$ cat config.mk
export PLATFORM = sky130hd
export DESIGN_NAME = mem_arbiter
export DESIGN_NICKNAME = d
export VERILOG_FILES = /design/src/rtl/mem_arbiter.sv
export SDC_FILE = /design/constraint.sdc
export NUM_CORES = 1
export LEC_CHECK = 0
export ABC_AREA = 1
export CAP_MARGIN = 20
export CORE_ASPECT_RATIO = 0.5
export CORE_MARGIN = 3
export CORE_UTILIZATION = 46
export DETAILED_ROUTE_END_ITERATION = 10
export PLACE_DENSITY = 0.94
export SLEW_MARGIN = 20
export SYNTH_ARGS = -nofsm -noshare
export SYNTH_HDL_FRONTEND = slang
export SYNTH_SLANG_ARGS = --single-unit
$ cat constraint.sdc
create_clock -name clk -period 2.6 [get_ports clk]
set_input_delay 0.26 -clock clk [delete_from_list [all_inputs] [get_ports clk]]
set_output_delay 0.26 -clock clk [all_outputs]
set_load 0.03 [all_outputs]
$ cat src/rtl/mem_arbiter.sv
// mem_arbiter: shares one single-ported unified memory between the fetch path
// and the load/store path. One request at a time is granted, run on a
// variable-latency req/ack memory port, and completed with a one-cycle done
// pulse to its owner. Data has priority, capped by a streak limit so that a
// waiting fetch is never starved.
//
// Ports:
//   clk, rst                      clock (rising edge), async active-low reset
//   if_req/if_addr                fetch request, held until if_done
//   if_rdata/if_done              fetched word (held) and completion pulse
//   d_req/d_we/d_addr/d_wdata     data request, held until d_done
//   d_rdata/d_done                load data (held) and completion pulse
//   mem_req/mem_we/mem_addr/
//   mem_wdata                     memory request, held until mem_ack
//   mem_rdata/mem_ack             memory read data and single-cycle completion
// All outputs are registered.
module mem_arbiter #(
  parameter int unsigned ADDR_WIDTH      = 32,
  parameter int unsigned DATA_WIDTH      = 32,
  parameter int unsigned MAX_DATA_STREAK = 4
) (
  input  logic                  clk,
  input  logic                  rst,
  input  logic                  if_req,
  input  logic [ADDR_WIDTH-1:0] if_addr,
  output logic [DATA_WIDTH-1:0] if_rdata,
  output logic                  if_done,
  input  logic                  d_req,
  input  logic                  d_we,
  input  logic [ADDR_WIDTH-1:0] d_addr,
  input  logic [DATA_WIDTH-1:0] d_wdata,
  output logic [DATA_WIDTH-1:0] d_rdata,
  output logic                  d_done,
  output logic                  mem_req,
  output logic                  mem_we,
  output logic [ADDR_WIDTH-1:0] mem_addr,
  output logic [DATA_WIDTH-1:0] mem_wdata,
  input  logic [DATA_WIDTH-1:0] mem_rdata,
  input  logic                  mem_ack
);

  localparam int unsigned STREAK_W = $clog2(MAX_DATA_STREAK + 1);

  typedef enum logic [1:0] {
    IDLE    = 2'd0,
    BUSY_IF = 2'd1,
    BUSY_D  = 2'd2,
    DONE    = 2'd3
  } state_e;

  state_e                state_q,     state_d;
  logic [STREAK_W-1:0]   streak_q,    streak_d;
  logic                  mem_req_q,   mem_req_d;
  logic                  mem_we_q,    mem_we_d;
  logic [ADDR_WIDTH-1:0] mem_addr_q,  mem_addr_d;
  logic [DATA_WIDTH-1:0] mem_wdata_q, mem_wdata_d;
  logic [DATA_WIDTH-1:0] if_rdata_q,  if_rdata_d;
  logic [DATA_WIDTH-1:0] d_rdata_q,   d_rdata_d;
  logic                  if_done_q,   if_done_d;
  logic                  d_done_q,    d_done_d;
  logic                  streak_full;

  assign streak_full = (streak_q == STREAK_W'(MAX_DATA_STREAK));

  // State and output registers
  always_ff @(posedge clk or negedge rst) begin
    if (!rst) begin
      state_q     <= IDLE;
      streak_q    <= '0;
      mem_req_q   <= 1'b0;
      mem_we_q    <= 1'b0;
      mem_addr_q  <= '0;
      mem_wdata_q <= '0;
      if_rdata_q  <= '0;
      d_rdata_q   <= '0;
      if_done_q   <= 1'b0;
      d_done_q    <= 1'b0;
    end else begin
      state_q     <= state_d;
      streak_q    <= streak_d;
      mem_req_q   <= mem_req_d;
      mem_we_q    <= mem_we_d;
      mem_addr_q  <= mem_addr_d;
      mem_wdata_q <= mem_wdata_d;
      if_rdata_q  <= if_rdata_d;
      d_rdata_q   <= d_rdata_d;
      if_done_q   <= if_done_d;
      d_done_q    <= d_done_d;
    end
  end

  // Arbitration, memory handshake and completion
  always_comb begin
    state_d     = state_q;
    streak_d    = streak_q;
    mem_req_d   = mem_req_q;
    mem_we_d    = mem_we_q;
    mem_addr_d  = mem_addr_q;
    mem_wdata_d = mem_wdata_q;
    if_rdata_d  = if_rdata_q;
    d_rdata_d   = d_rdata_q;
    if_done_d   = 1'b0;
    d_done_d    = 1'b0;

    case (state_q)
      IDLE: begin
        if (d_req && !(if_req && streak_full)) begin
          state_d     = BUSY_D;
          mem_req_d   = 1'b1;
          mem_we_d    = d_we;
          mem_addr_d  = d_addr;
          mem_wdata_d = d_wdata;
          // Data only wins against a waiting fetch below the cap, so the
          // increment cannot pass MAX_DATA_STREAK.
          if (if_req) begin
            streak_d = streak_q + STREAK_W'(1);
          end else begin
            streak_d = '0;
          end
        end else if (if_req) begin
          state_d     = BUSY_IF;
          mem_req_d   = 1'b1;
          mem_we_d    = 1'b0;
          mem_addr_d  = if_addr;
          mem_wdata_d = '0;
          streak_d    = '0;
        end
      end
      BUSY_IF: begin
        if (mem_ack) begin
          state_d    = DONE;
          mem_req_d  = 1'b0;
          if_rdata_d = mem_rdata;
          if_done_d  = 1'b1;
        end
      end
      BUSY_D: begin
        if (mem_ack) begin
          state_d   = DONE;
          mem_req_d = 1'b0;
          d_done_d  = 1'b1;
          // A store leaves the last load value in place.
          if (!mem_we_q) begin
            d_rdata_d = mem_rdata;
          end
        end
      end
      DONE: begin
        state_d = IDLE;
      end
      default: begin
        state_d = IDLE;
      end
    endcase
  end

  assign mem_req   = mem_req_q;
  assign mem_we    = mem_we_q;
  assign mem_addr  = mem_addr_q;
  assign mem_wdata = mem_wdata_q;
  assign if_rdata  = if_rdata_q;
  assign d_rdata   = d_rdata_q;
  assign if_done   = if_done_q;
  assign d_done    = d_done_q;

endmodule

; Word level (Yosys, flattened, before mapping)
; Cells that the tools add are included.
[word_totals]
mem_count = 0
mem_bits_ro = 0
ramBits = 0
output_inout_bits = 132
input_bits = 134
reg_bits = 137
latch_bits = 0
word_cells = 50
[classes]
bitwise_logic = 1
order_cmp = 0
n_div = 0
n_shift = 0
muxes = 20
reduce_logical = 12
n_addsub = 1
eq_ne = 6
multipliers = 0
[ops]
columns = op, n
row1 = $mux 32, 4
row2 = $mux 3, 3
row3 = $mux 1, 8
row4 = $mux 2, 3
row5 = $pmux 2 s3, 1
row6 = $reduce_and 2->1, 3
row7 = $reduce_and 3->1, 2
row8 = $eq 2x2->1 const B, 2
row9 = $reduce_bool 2->1, 2
row10 = $add 3x1->3 const B, 1
row11 = $eq 3x3->1 const B, 1
row12 = $ne 3x3->1 const B, 1
row13 = $eq 2x1->1 const B, 1
row14 = $logic_and 1x1->1, 2
row15 = $logic_not 2->1, 1
row16 = $ne 2x1->1 const B, 1
row17 = $pmux 1 s2, 1
row18 = $reduce_or 2->1, 1
row19 = $logic_not 1->1, 1
row20 = $not 1->1, 1

; Depth between registers and ports, before layout
[depth]
ltp_word = 6
ltp_mapped = 9
mapped_depth_nobuf = 8

; Least setup slack after synthesis
; OpenSTA, ideal clock, no wires.
[synth_timing]
path_kind = register to register
from = register state_q[0]
to = register mem_addr_q[10], in the netlist mem_addr[10]
path_slack_ns = 1.142
arrival_ns = 1.341
period_less_slack_ns = 1.458
path_buffers = 2
stages_incl_launch_ff = 10
cell_sequence = dfrtp_1 -> inv_1 -> ha_1 -> inv_1 -> nor2_4 -> inv_2 -> buf_4 -> buf_4 -> nand2_1 -> nand2_1
[synth_between]
elab_chain_cells = 2
[synth_lines]
columns = element, line_no
row1 = "start, declared", 51  ; state_e state_q, state_d;
row2 = "start signal, assigned", 79  ; state_q <= state_d;
row3 = $logic_not 2->1, 105  ; case (state_q)
row4 = $reduce_and 2->1 (no source line), --
row5 = "end signal, assigned", 83  ; mem_addr_q <= mem_addr_d;
row6 = "end, declared", 55  ; logic [ADDR_WIDTH-1:0] mem_addr_q, mem_addr_d;
; Every way passes these cells.
; A chain may end at the register's enable or synchronous reset.

; Worst setup path in the final report
[layout_timing]
from = register state_q[0]
to = register mem_wdata_q[20], in the netlist mem_wdata[20]
[layout_between]
elab_chain_cells = 2
[layout_lines]
columns = element, line_no
row1 = $logic_not 2->1, 105
row2 = $reduce_and 2->1 (no source line), --
row3 = "end signal, assigned", 84  ; mem_wdata_q <= mem_wdata_d;
row4 = "end, declared", 56  ; logic [DATA_WIDTH-1:0] mem_wdata_q, mem_wdata_d;
; Every way passes these cells.

==> impl_metrics.csv <==
group,metric,value,unit
floorplan,initial_core_util,48.9,%
layout,drive_above_1_share,5.14,%
clock_tree,post_cts_buffers,0,
logic_synthesis,yosysUniqueCellTypes,21,
layout,stdcell_area,0.00934,mm^2
sta,final.setup_skew,11.7,ps
sta,setup_ws,474,ps
clock_tree,cts_inserted_buffers,17,
worst_setup_path,path_cells,"inv_1 -> ha_1 -> inv_1 -> nor2_4 -> buf_4 -> nand2_1 -> o21ai_0",
worst_setup_path,cp_common_cell,"inv_1",
sta,finalSetupViolations,0,
flow_run,maxCapViolCount,0,
clock_tree,root_buffer,"clkbuf_16",
sta,whs,311,ps
place,dp_hpwl,12500,um
clock_tree,cts.clk_slew.worst_paths,70,ps
sta,fin_crit,2130,ps
grt,grt_first_pass_wirelength,30900,um
route,dr.pass1.iters,5,
layout,area_growth,55.3,%
worst_setup_path,critPathCaptureType,"flip-flop",
floorplan,core_area,0.0123,mm^2
grt,grt-ovfl-total,0,
floorplan,dieWidth,168,um
worst_setup_path,crit_buf_inv,3,
grt,antenna_found_initial,0,
sta,period_share,81.8,%
worst_setup_path,critPathMaxFanout,67,
worst_setup_path,worstPathArrival,2440,ps
floorplan,die_y,86.9,um
route,drt_wl_total,19200,um
route,drc,0,
sta,hold_violations,0,
place,dp.cells,1124,
clock_tree,clock_path_buffers,2,
pwr,ir_drop,0.722,mV
logic_synthesis,syn_area,0.00601,mm^2
sta,fmax,470,MHz
run_status,status,"completed",
pwr,total_leakage_power,4.62,nW
floorplan,io_pins,266,
clock_tree,insertion_delay,420,ps
route,route.vias.total,5967,
route,post_drt_wl_per_cell,16.6,um
grt,grt_pass1_vias,6003,
place,gp_congestion,0.781,
grt,track_usage,26.4,%
layout,final_cell_count_no_fill,1157,
sta,slew_headroom,51.5,%
floorplan,die_area,0.0146,mm^2
layout,num_antenna_cells,0,
clock_tree,cts_tree,"yes",
logic_synthesis,syn_inst,725,
route,drt_iter0_markers,549,
place,dp_slack,451,ps
route,detail-route-antenna-nets,0,
worst_setup_path,r2r_start,"state_q[0]",
logic_synthesis,yosysSeqAreaShare,57.0,%
sta,tightestPinTransition,727,ps
floorplan,num_rows,28,
layout,final_util,76.0,%
layout,nNetsFinal,1120,
sta,slew_viol_final,0,
worst_setup_path,critical-path-slowest-cell,"buf_4",
worst_setup_path,crit_required,2910,ps
min_path,hold_path.class,"primary input to asynchronous set/reset pin",
place,port_buffers,265,
sta,tns,0,ps
clock_tree,cts.sinks,137,
route,routed_via_density,5.16,
pwr,power_density,1290,mW/mm^2
logic_synthesis,syn_area_per_cell,8.30,um^2
worst_setup_path,crit_start,"state_q[0]",
logic_synthesis,yosysWarnings,0,
grt,grt_max_degree,68,
worst_setup_path,start_kind,"flip-flop",
sta,rsz0062_at_grt,"no",
place,post_dp_cell_area,0.00875,mm^2
worst_setup_path,crit_type,"flip-flop to flip-flop",
worst_setup_path,crit_path_max_incr_delay,580,ps
pwr,power.total,12.0,mW
worst_setup_path,crit_family,"buffers and inverters",
logic_synthesis,synth_fp_nets,866,
logic_synthesis,synth_seq_cells,137,
clock_tree,h-tree-depth,4,
state kept, by name (all words and copies together), names as in the netlist:
name       count
mem_wdata     32
mem_req        1
mem_addr      32
streak_q       3
if_rdata      32
state_q        2
if_done        1
d_done         1
mem_we         1
d_rdata       32
path summary, 6_finish.rpt:
kind	slack, ps	cells past startpoint	end
worst max-delay path	470	7	mem_wdata[20]
worst min register to register	480	2	mem_addr[17]
max in group asynchronous	1580	3	if_rdata[9]
worst min-delay path	310	2	d_rdata[14]
min in group clk	400	3	mem_wdata[2]
worst max register to register	470	7	mem_wdata[20]
kinds of logic (layout without fill, tap and decap cells):
kind of cell,after synthesis,in the layout,share of synthesized area [%]
and+or+nand+nor,329,329,22.5
buffers and inverters,154,421,10.9
adders and majority gates,7,7,1.46
AOI/OAI and AO/OA,98,98,8.15
DFF,137,137,57.0
cells in the final DEF, fill, tap and decap left out, types with 2 or more instances in the layout:
cell type / synthesis / routed
clkbuf_16: 0 / 17
clkdlybuf4s50_1: 0 / 264
inv_1: 111 / 111
dfrtp_1: 137 / 137
clkinvlp_4: 0 / 2
buf_12: 0 / 2
nand4_1: 2 / 2
nand3_1: 69 / 69
inv_8: 0 / 3
ha_1: 7 / 7
buf_4: 8 / 9
o21ai_0: 79 / 79
inv_6: 0 / 7
o21ai_1: 18 / 18
nor2_4: 2 / 2
nand2_2: 1 / 2
nand2_1: 252 / 251
per-layer routing:
metal | vias to the layer above | track usage [%] | routed length, um
met1 | 2800 | 31.5 | 7310
met2 | 336 | 46.4 | 9720
met5 | - | 0 | 0
met4 | 0 | 13.1 | 920
met3 | 88 | 5.67 | 1290
li1 | 2743 | - | -
cell usage after synthesis:
master | number | area (um^2)
nor2_1 | 1 | 3.75
nand4_1 | 2 | 12.5
a21oi_1 | 1 | 5.00
nand2_2 | 1 | 6.26
nand3_2 | 1 | 10.0
clkbuf_1 | 15 | 56.3
inv_2 | 1 | 3.75
buf_4 | 8 | 60.1
nor2_4 | 2 | 22.5
nand3_1 | 69 | 345
nand2_1 | 252 | 946
o21ai_0 | 79 | 395
or2_1 | 1 | 6.26
inv_1 | 111 | 417
clkbuf_2 | 1 | 5.00
buf_6 | 4 | 45.0
buf_2 | 13 | 65.1
buf_1 | 1 | 3.75
dfrtp_1 | 137 | 3430
ha_1 | 7 | 87.6
o21ai_1 | 18 | 90.1
power breakdown:
part	switching (mW)	internal, mW
Combinational	3.70	2.30
Sequential	0.575	3.08
Clock	1.03	1.36
Total	5.31	6.74
cell type report:
| class | instances | area [um^2] |
|---|---|---|
| timing repair buffer | 277 | 2770 |
| tap | 165 | 206 |
| sequential | 137 | 3430 |
| clock buffer | 17 | 425 |
| fill | 784 | 2960 |
| multi-input combinational | 434 | 1940 |
| inverter | 112 | 420 |
| clock inverter | 15 | 154 |
repair_timing:
item                      CTS  global route
hold endpoints to repair   37             0
gates resized for setup     0             0
hold buffers                1             0
Power figures use the tool's default switching activity.
